===== src/rtl/dmem_arbiter.sv =====
// dmem_arbiter: shares the data memory between the MEM stage and a host port.
// The core has priority; a starvation counter forces a one-cycle core stall for the host.
module dmem_arbiter #(
    parameter int ADDR_W     = 10,
    parameter int STARVE_MAX = 4
) (
    input  logic              clk,
    input  logic              reset,
    input  logic              core_read,
    input  logic              core_write,
    input  logic [31:0]       core_addr,
    input  logic [31:0]       core_wdata,
    output logic [31:0]       core_rdata,
    output logic              core_stall,
    input  logic              host_req,
    input  logic              host_we,
    input  logic [31:0]       host_addr,
    input  logic [31:0]       host_wdata,
    output logic              host_gnt,
    output logic              host_ack,
    output logic [31:0]       host_rdata,
    output logic              host_err,
    output logic              misalign_err,
    output logic [15:0]       stall_count,
    output logic              mem_read,
    output logic              mem_write,
    output logic [ADDR_W-1:0] mem_addr,
    output logic [31:0]       mem_wdata,
    input  logic [31:0]       mem_rdata
);
    localparam logic [3:0] SMAX = 4'(STARVE_MAX);
    logic [3:0] starve_cnt;
    logic core_act, frc, host_ok;
    assign core_act = core_read | core_write;
    assign frc = starve_cnt == SMAX;
    assign host_ok = host_addr[1:0] == 2'b00;
    assign host_gnt = reset & host_req & (!core_act | frc);
    assign core_stall = host_gnt & core_act;
    // a misaligned host grant still owns the port but issues no strobe
    assign mem_read = reset & (host_gnt ? host_ok & !host_we : core_read);
    assign mem_write = reset & (host_gnt ? host_ok & host_we : core_write);
    assign mem_addr = host_gnt ? host_addr[ADDR_W+1:2] : core_addr[ADDR_W+1:2];
    assign mem_wdata = host_gnt ? host_wdata : core_wdata;
    assign core_rdata = mem_rdata;
    // a denial implies !frc, so the increment can never pass STARVE_MAX
    always_ff @(posedge clk or negedge reset) begin
        if (!reset) begin
            starve_cnt   <= 4'd0;
            host_ack     <= 1'b0;
            host_err     <= 1'b0;
            host_rdata   <= 32'd0;
            misalign_err <= 1'b0;
            stall_count  <= 16'd0;
        end else begin
            starve_cnt   <= host_gnt ? 4'd0 : (host_req & core_act) ? starve_cnt + 4'd1 : starve_cnt;
            host_ack     <= host_gnt;
            host_err     <= host_gnt & !host_ok;
            host_rdata   <= (host_gnt & host_ok & !host_we) ? mem_rdata : 32'd0;
            misalign_err <= misalign_err | (core_act & !core_stall & (core_addr[1:0] != 2'b00));
            if (core_stall && stall_count != 16'hFFFF)
                stall_count <= stall_count + 16'd1;
        end
    end
endmodule


===== config.mk =====
export PLATFORM = sky130hd
export DESIGN_NAME = dmem_arbiter
export DESIGN_NICKNAME = d
export VERILOG_FILES = /design/src/rtl/dmem_arbiter.sv
export SDC_FILE = /design/constraint.sdc
export NUM_CORES = 1
export LEC_CHECK = 0
export ABC_AREA = 1
export ABC_CLOCK_PERIOD_IN_PS = 2350
export CORE_AREA = 2 2 114 116
export CTS_CLUSTER_SIZE = 24
export DETAILED_ROUTE_END_ITERATION = 12
export DIE_AREA = 0 0 116 118
export HOLD_SLACK_MARGIN = 0.1
export PLACE_DENSITY_LB_ADDON = 0.12
export SLEW_MARGIN = 20
export SYNTH_ARGS = -nofsm -noshare
export SYNTH_HDL_FRONTEND = slang
export SYNTH_SLANG_ARGS = --single-unit

===== constraint.sdc =====
create_clock -name clk -period 2.35 [get_ports clk]
set_clock_uncertainty 0.15 [all_clocks]
set_input_delay 0.3525 -clock clk [delete_from_list [all_inputs] [get_ports clk]]
set_output_delay 0.3525 -clock clk [all_outputs]
set_load 0.1 [all_outputs]

==> flow_summary.yaml, run 1 <==
clock_tree:
  cts_buffer_depth: 2
  cts_hold_buf: 0
  ctsRootBufferMaster: "clkbuf_16"
  cts.sink_count: 55
  cts_tree: "done"
  htree_levels: 2
  clock_latency_ns: 0.29
  cts_buffers: 5
  clk_pin_slew_ns: 0.07
cells_and_area:
  drive_gt1_share_pct: 28.7
  layout.nets: 866
  areaGrowthSynthToFinish_pct: 113
  design_area_um2: 6800
  diodes: 0
timing:
  slew_headroom_pct: 54.0
  fin_crit_ns: 2.27
  setup_violations: 0
  tightest_slew_ns: 0.690
  tns_ns: 0
  finalHoldViolations: 0
  finalCritPeriodShare_pct: 96.8
  max_freq_ghz: 0.440
  report.final.slew_viol_count: 0
setup_path:
  critPathSlowestCell: "dfrtp_1"
  max_stage_delay_ns: 0.39
  critPathCaptureType: "output port"
  crit_family: "buffers and inverters"
  path_cells: "inv_2 -> ha_4 -> nand3_4 -> nand2_4 -> nand2_8 -> clkinv_8 -> clkbuf_16 -> nand2_1 -> nand2_1 -> buf_12"
  critical_path.max_fanout: 10
  cp.arrival_ns: 1.77
  start_kind: "flop"
  reg2reg_slack_ns: 0.58
  crit_top_cell: "nand2_1"
  cp_num_buf_inv: 4
  crit_type: "reg2out"
  critPathRequiredTime_ns: 1.85
logic_synthesis:
  avgSynthCellArea_um2: 6.89
  synthCells: 463
  ys_types: 24
  synth_adder_area_share_pct: 1.18
  synth_top_area_share_pct: 43.1
  synth_compound_area_share_pct: 3.14
  yosysTopAreaCell: "dfrtp_1"
  synthSimpleGateAreaFrac_pct: 34.8
  syn_area_um2: 3190
  yosysSeqAreaShare_pct: 43.1
  muxShareOfSynthArea_pct: 0
  synth-xor-area-share_pct: 1.10
  ys_warn_count: 0
  ys_top_cells_by_area: "dfrtp_1 (43%), nand2_1 (24%), buf_4 (7.8%)"
  synth_top_family_by_area: "simple AND/OR/NAND/NOR gates"
  syn_nets: 632
  ys_seq_elements: 55
grt:
  grt_pass1_vias: 3568
  grt_usage_pct: 16.9
  grt_pass1_wl_mm: 18.0
  grt_max_degree: 56
  antenna_found_initial: 0
  gr-total-overflow: 0
floorplanning:
  die_y_um: 118
  ios: 295
  floorplan.die_area_um2: 13700
  rows: 41
  core-area_um2: 12400
  start_util_pct: 25.7
  die_w_um: 116
route:
  drt-pass1-iter-count: 4
  finalWirelength_mm: 12.1
  drc: 0
  vias_per_cell: 4.19
  final_antenna_net_count: 0
  vias: 3637
  avgRoutedWirePerCell_um: 13.9
  drtIter0Drc: 136
power:
  leakage_uw: 0.00345
  vdd_ir_drop_max_mv: 0.442
  cellPowerDensity_nw_per_um2: 702
run_status:
  status: "complete, no violations"
placement:
  port_buffers: 254
  detailed_place.area_um2: 6450
  place_congestion: 0.818
  dpl.hpwl_mm: 9.95
flow_run:
  max_cap_violations: 0
min_path:
  hp-class: "in2async"
[layer usage]
metal | share of wire, % | track usage (%) | up-vias
li1 | - | - | 1812
met1 | 33 | 16.6 | 1688
met2 | 58 | 32.8 | 127
met3 | 8.3 | 6.02 | 10
met4 | 1.2 | 4.09 | 0
met5 | 0 | 0 | -
[report_power, final]
group,internal (uW),switching (uW),leakage (uW)
clock,422,323,0.0000733
combinational,955,1920,0.00263
sequential,1050,113,0.000747
[logic make-up (layout without fill, tap and decap cells)]
logic type	count (synthesis)	count (layout)
AO/OA/AOI/OAI	19	19
XOR/XNOR	4	4
buffers and inverters	102	336
adder cells (fa/ha/maj)	3	3
flip-flops	55	55
AND/OR/NAND/NOR	280	280
[timing repair]
action	CTS	global route
gates resized for setup	5	23
pin swaps	0	6
setup buffers	0	4
gates cloned	0	3
endpoints found under the setup margin	43	44
[worst paths after layout]
check,start,to,cells past startpoint
min in group clk,misalign_err$_DFF_PN0_,misalign_err$_DFF_PN0_,1
worst max register to register,stall_count[1]$_DFFE_PN0P_,stall_count[14]$_DFFE_PN0P_,9
worst min-delay path,reset,stall_count[14]$_DFFE_PN0P_,2
worst min register to register,misalign_err$_DFF_PN0_,misalign_err$_DFF_PN0_,1
max in group asynchronous,reset,host_rdata[1]$_DFF_PN0_,2
worst max-delay path,starve_cnt[0]$_DFFE_PN0P_,mem_wdata[3],10
[cells in the final DEF (no fill, tap or decap), types with 2 or more instances in the layout]
master	synthesis	layout
a21oi_1	3	3
buf_12	0	81
buf_4	33	64
clkbuf_16	0	8
clkdlybuf4s50_1	0	122
dfrtp_1	55	55
dlymetal6s2s_1	0	2
ha_1	3	2
inv_1	53	49
inv_2	2	5
nand2_1	202	180
nand2_2	3	23
nand3_1	14	13
nand4_1	3	3
nor2_1	49	47
nor2_2	5	5
nor2_4	0	2
o21ai_0	9	8
o21ai_1	5	6
xor2_1	4	4
[through the flow]
step                      util (%)  instances  total power (uW)  setup WS [ns]  hold WS, ns
final                         54.8        869              4780         0.0757        0.162
after CTS                     53.3        862              4710         0.0208        0.201
after floorplan                  -        463              2950        -0.0997      -0.0931
after detailed placement      52.0        855              3940        -0.0336        0.318
after global routing          54.8        869              5000       -0.00193        0.241
after global placement        52.0        855              3910        0.00169        0.315
[cell type report]
type	count	area [um2]
Clock inverter	1	8.76
Inverter	55	219
Tap cell	172	215
Sequential cell	55	1380
Fill cell	1154	5620
Clock buffer	6	139
Timing Repair Buffer	274	3440
Multi-Input combinational cell	306	1400
[Yosys cell counts]
library cell and number:
nor2_1 49, clkbuf_1 3, nand3b_1 1, nand2_1 202
inv_2 2, buf_6 2, a21boi_0 1, xor2_1 4
o21ai_0 9, or2_2 1, dfrtp_1 55, nand4_1 3
nand3_1 14, buf_4 33, nor3_1 1, ha_1 3
nand2_2 3, nand3_2 1, o21bai_1 1, nor2_2 5
a21oi_1 3, inv_1 53, buf_2 9, o21ai_1 5
[worst register-to-register path, delay by kind of cell (launching register included)]
kind | cells | cell delay, ns
buf+inv | 1 | 0.17
flops | 1 | 0.41
fa+ha+maj | 1 | 0.21
simple gates | 7 | 0.74
[sequential cells by signal, indices dropped and copies added (netlist names)]
register      count
starve_cnt        4
host_rdata       32
stall_count      16
host_ack          1
host_err          1
misalign_err      1
No activity file was read; power rests on OpenSTA's default activity.
==> run 2: changes to the inputs <==
PLACE_DENSITY = 0.79   (was default)
PLACE_DENSITY_LB_ADDON = default   (was 0.12)
==> run 2 against run 1 <==
Compared with the run above:
- the run now ends with setup timing left
- sequential cell count unchanged
- non-clock buffer count up 9
- core utilization up 2.3 points
- hold slack better by 0.067 ns
- design area up 4.2%
- global-route usage down 0.70 points
- via count up 1.2%
- final cell count up 1.2%
- fmax down 3.5%
- critical path type unchanged
- critical endpoint is now mem_addr[3]
==> flow_summary.yaml, run 2 (synthesis results as in run 1) <==
setup_path:
  max_stage_delay_ns: 0.40
  start_kind: "flop"
  path_cells: "inv_2 -> ha_4 -> nand3_2 -> nand2_2 -> nand2_4 -> inv_8 -> clkbuf_16 -> nand2_1 -> nand2_2 -> buf_12"
  crit_type: "reg2out"
  rr_startpoint: "starve_cnt[1]$_DFFE_PN0P_"
  critPathSlowestCell: "dfrtp_1"
  critical_path.max_fanout: 7
  cp.arrival_ns: 1.85
  crit_start: "starve_cnt[1]$_DFFE_PN0P_"
  critPathCaptureType: "output port"
  crit_top_cell: "nand2_2"
  critPathRequiredTime_ns: 1.85
placement:
  port_buffers: 254
  post-place-ws_ns: -0.0434
  place_congestion: 0.826
  placedCellCount: 860
  detailed_place.area_um2: 6490
  dpl.hpwl_mm: 9.33
route:
  vias_per_cell: 4.19
  vias: 3682
  drt-pass1-iter-count: 5
  top_layer: "met4"
  drtIter0Drc: 215
  met3_length_um: 687
  drc: 0
  avgRoutedWirePerCell_um: 13.4
  wl_met2_mm: 6.69
  finalWirelength_mm: 11.7
  met1_length_mm: 4.11
  final_antenna_net_count: 0
power:
  power_uw: 4890
  vdd_ir_drop_max_mv: 0.320
  cellPowerDensity_nw_per_um2: 690
  leakage_uw: 0.00359
cells_and_area:
  diodes: 0
  largest_reg_flops: 32
  areaGrowthSynthToFinish_pct: 122
  stdcell_count: 879
  utilization_pct: 57.1
  layout.nets: 875
  largestRegisters: "host_rdata: 32 flops, stall_count: 16 flops, starve_cnt: 4 flops"
  design_area_um2: 7090
  regMostFlops: "host_rdata"
  drive_gt1_share_pct: 37.6
  layout_common_cells: "clkdlybuf4s50_1 (123), nand2_1 (122), buf_12 (82)"
  layout_commonest_cell: "clkdlybuf4s50_1"
floorplanning:
  start_util_pct: 25.7
  die_y_um: 118
  floorplan.die_area_um2: 13700
  rows: 41
  die_w_um: 116
  core-area_um2: 12400
  ios: 295
flow_run:
  max_cap_violations: 0
min_path:
  hp-class: "in2async"
clock_tree:
  cts_buffer_depth: 2
  ctsRootBufferMaster: "clkbuf_16"
  clk_pin_slew_ns: 0.08
  cts.sink_count: 55
  htree_levels: 2
  clock_latency_ns: 0.29
  cts_tree: "done"
  cts_buffers: 5
timing:
  rsz0062_at_grt: "true"
  fin_crit_ns: 2.36
  worst_slack_ns: -0.00592
  setup_violations: 1
  tightest_slew_ns: 0.554
  report.final.slew_viol_count: 0
  slew_headroom_pct: 62.9
  finalHoldViolations: 0
  finalCritPeriodShare_pct: 100
  max_freq_ghz: 0.424
grt:
  antenna_found_initial: 0
  grt_pass1_vias: 3607
  gr-total-overflow: 0
  grt_max_degree: 46
  grt_pass1_wl_mm: 17.7
  grt_usage_pct: 16.2
run_status:
  status: "finished, violations left"
  violations: "setup timing"
run 2: changes by cell type in the layout (fill, tap and decap cells not counted), sizes merged:
cell,previous run,this run
buf,147,156
clkbuf,9,7
clkdlybuf4s50,122,123
clkinv,1,2
dlygate4sd3,0,1
dlymetal6s2s,2,1
inv,55,56
run 2: cell type report:
type | count | area, um2
fill | 1095 | 5330
timing repair buffer | 283 | 3510
multi-input combinational | 306 | 1610
sequential | 55 | 1380
tap | 172 | 215
inverter | 55 | 214
clock buffer | 5 | 125
clock inverter | 3 | 33.8
run 2: routing by layer:
metal | up-vias | track usage, %
met1 | 1674 | 17.0
met3 | 19 | 3.76
met2 | 154 | 31.5
li1 | 1835 | -
met4 | 0 | 4.09
met5 | - | 0
run 2: critical path: cells and delay by family, from the launching register on:
kind	cells	cell delay, ns
buffers and inverters	4	0.56
DFF	1	0.40
adders and majority gates	1	0.14
and+or+nand+nor	5	0.45
run 2: power breakdown:
part | internal (uW) | total, uW | leakage [uW] | switching (uW)
registers | 1040 | 1160 | 0.000747 | 111
clock network | 411 | 778 | 0.0000772 | 367
logic | 1000 | 2960 | 0.00276 | 1960
total | 2460 | 4890 | 0.00359 | 2440
run 2: worst paths after layout:
path / to / depth (start not counted) / slack, ns
setup / recovery: mem_addr[3] / 10 / -0.006
hold / removal: stall_count[0]$_DFFE_PN0P_ / 3 / 0.23
setup reg to reg: host_rdata[1]$_DFF_PN0_ / 10 / 0.45
hold reg to reg: misalign_err$_DFF_PN0_ / 1 / 0.33
max in group asynchronous: stall_count[10]$_DFFE_PN0P_ / 3 / 1.02
min in group clk: misalign_err$_DFF_PN0_ / 1 / 0.33
run 2: repair_timing:
item	in CTS	in global routing
gates resized for setup	17	84
setup endpoints to repair	43	45
hold buffers	1	0
gates cloned	0	3
pin swaps	1	23
endpoints found under the hold margin	10	0
setup buffers	1	6
run 2: per-stage QoR:
step	setup TNS [ns]	hold WS [ns]
floorplan	-0.0997	-0.0931
global placement	-0.0181	0.258
detailed placement	-0.265	0.251
CTS	-0.00213	0.253
global route	-3.12	0.290
finish	-0.00592	0.229
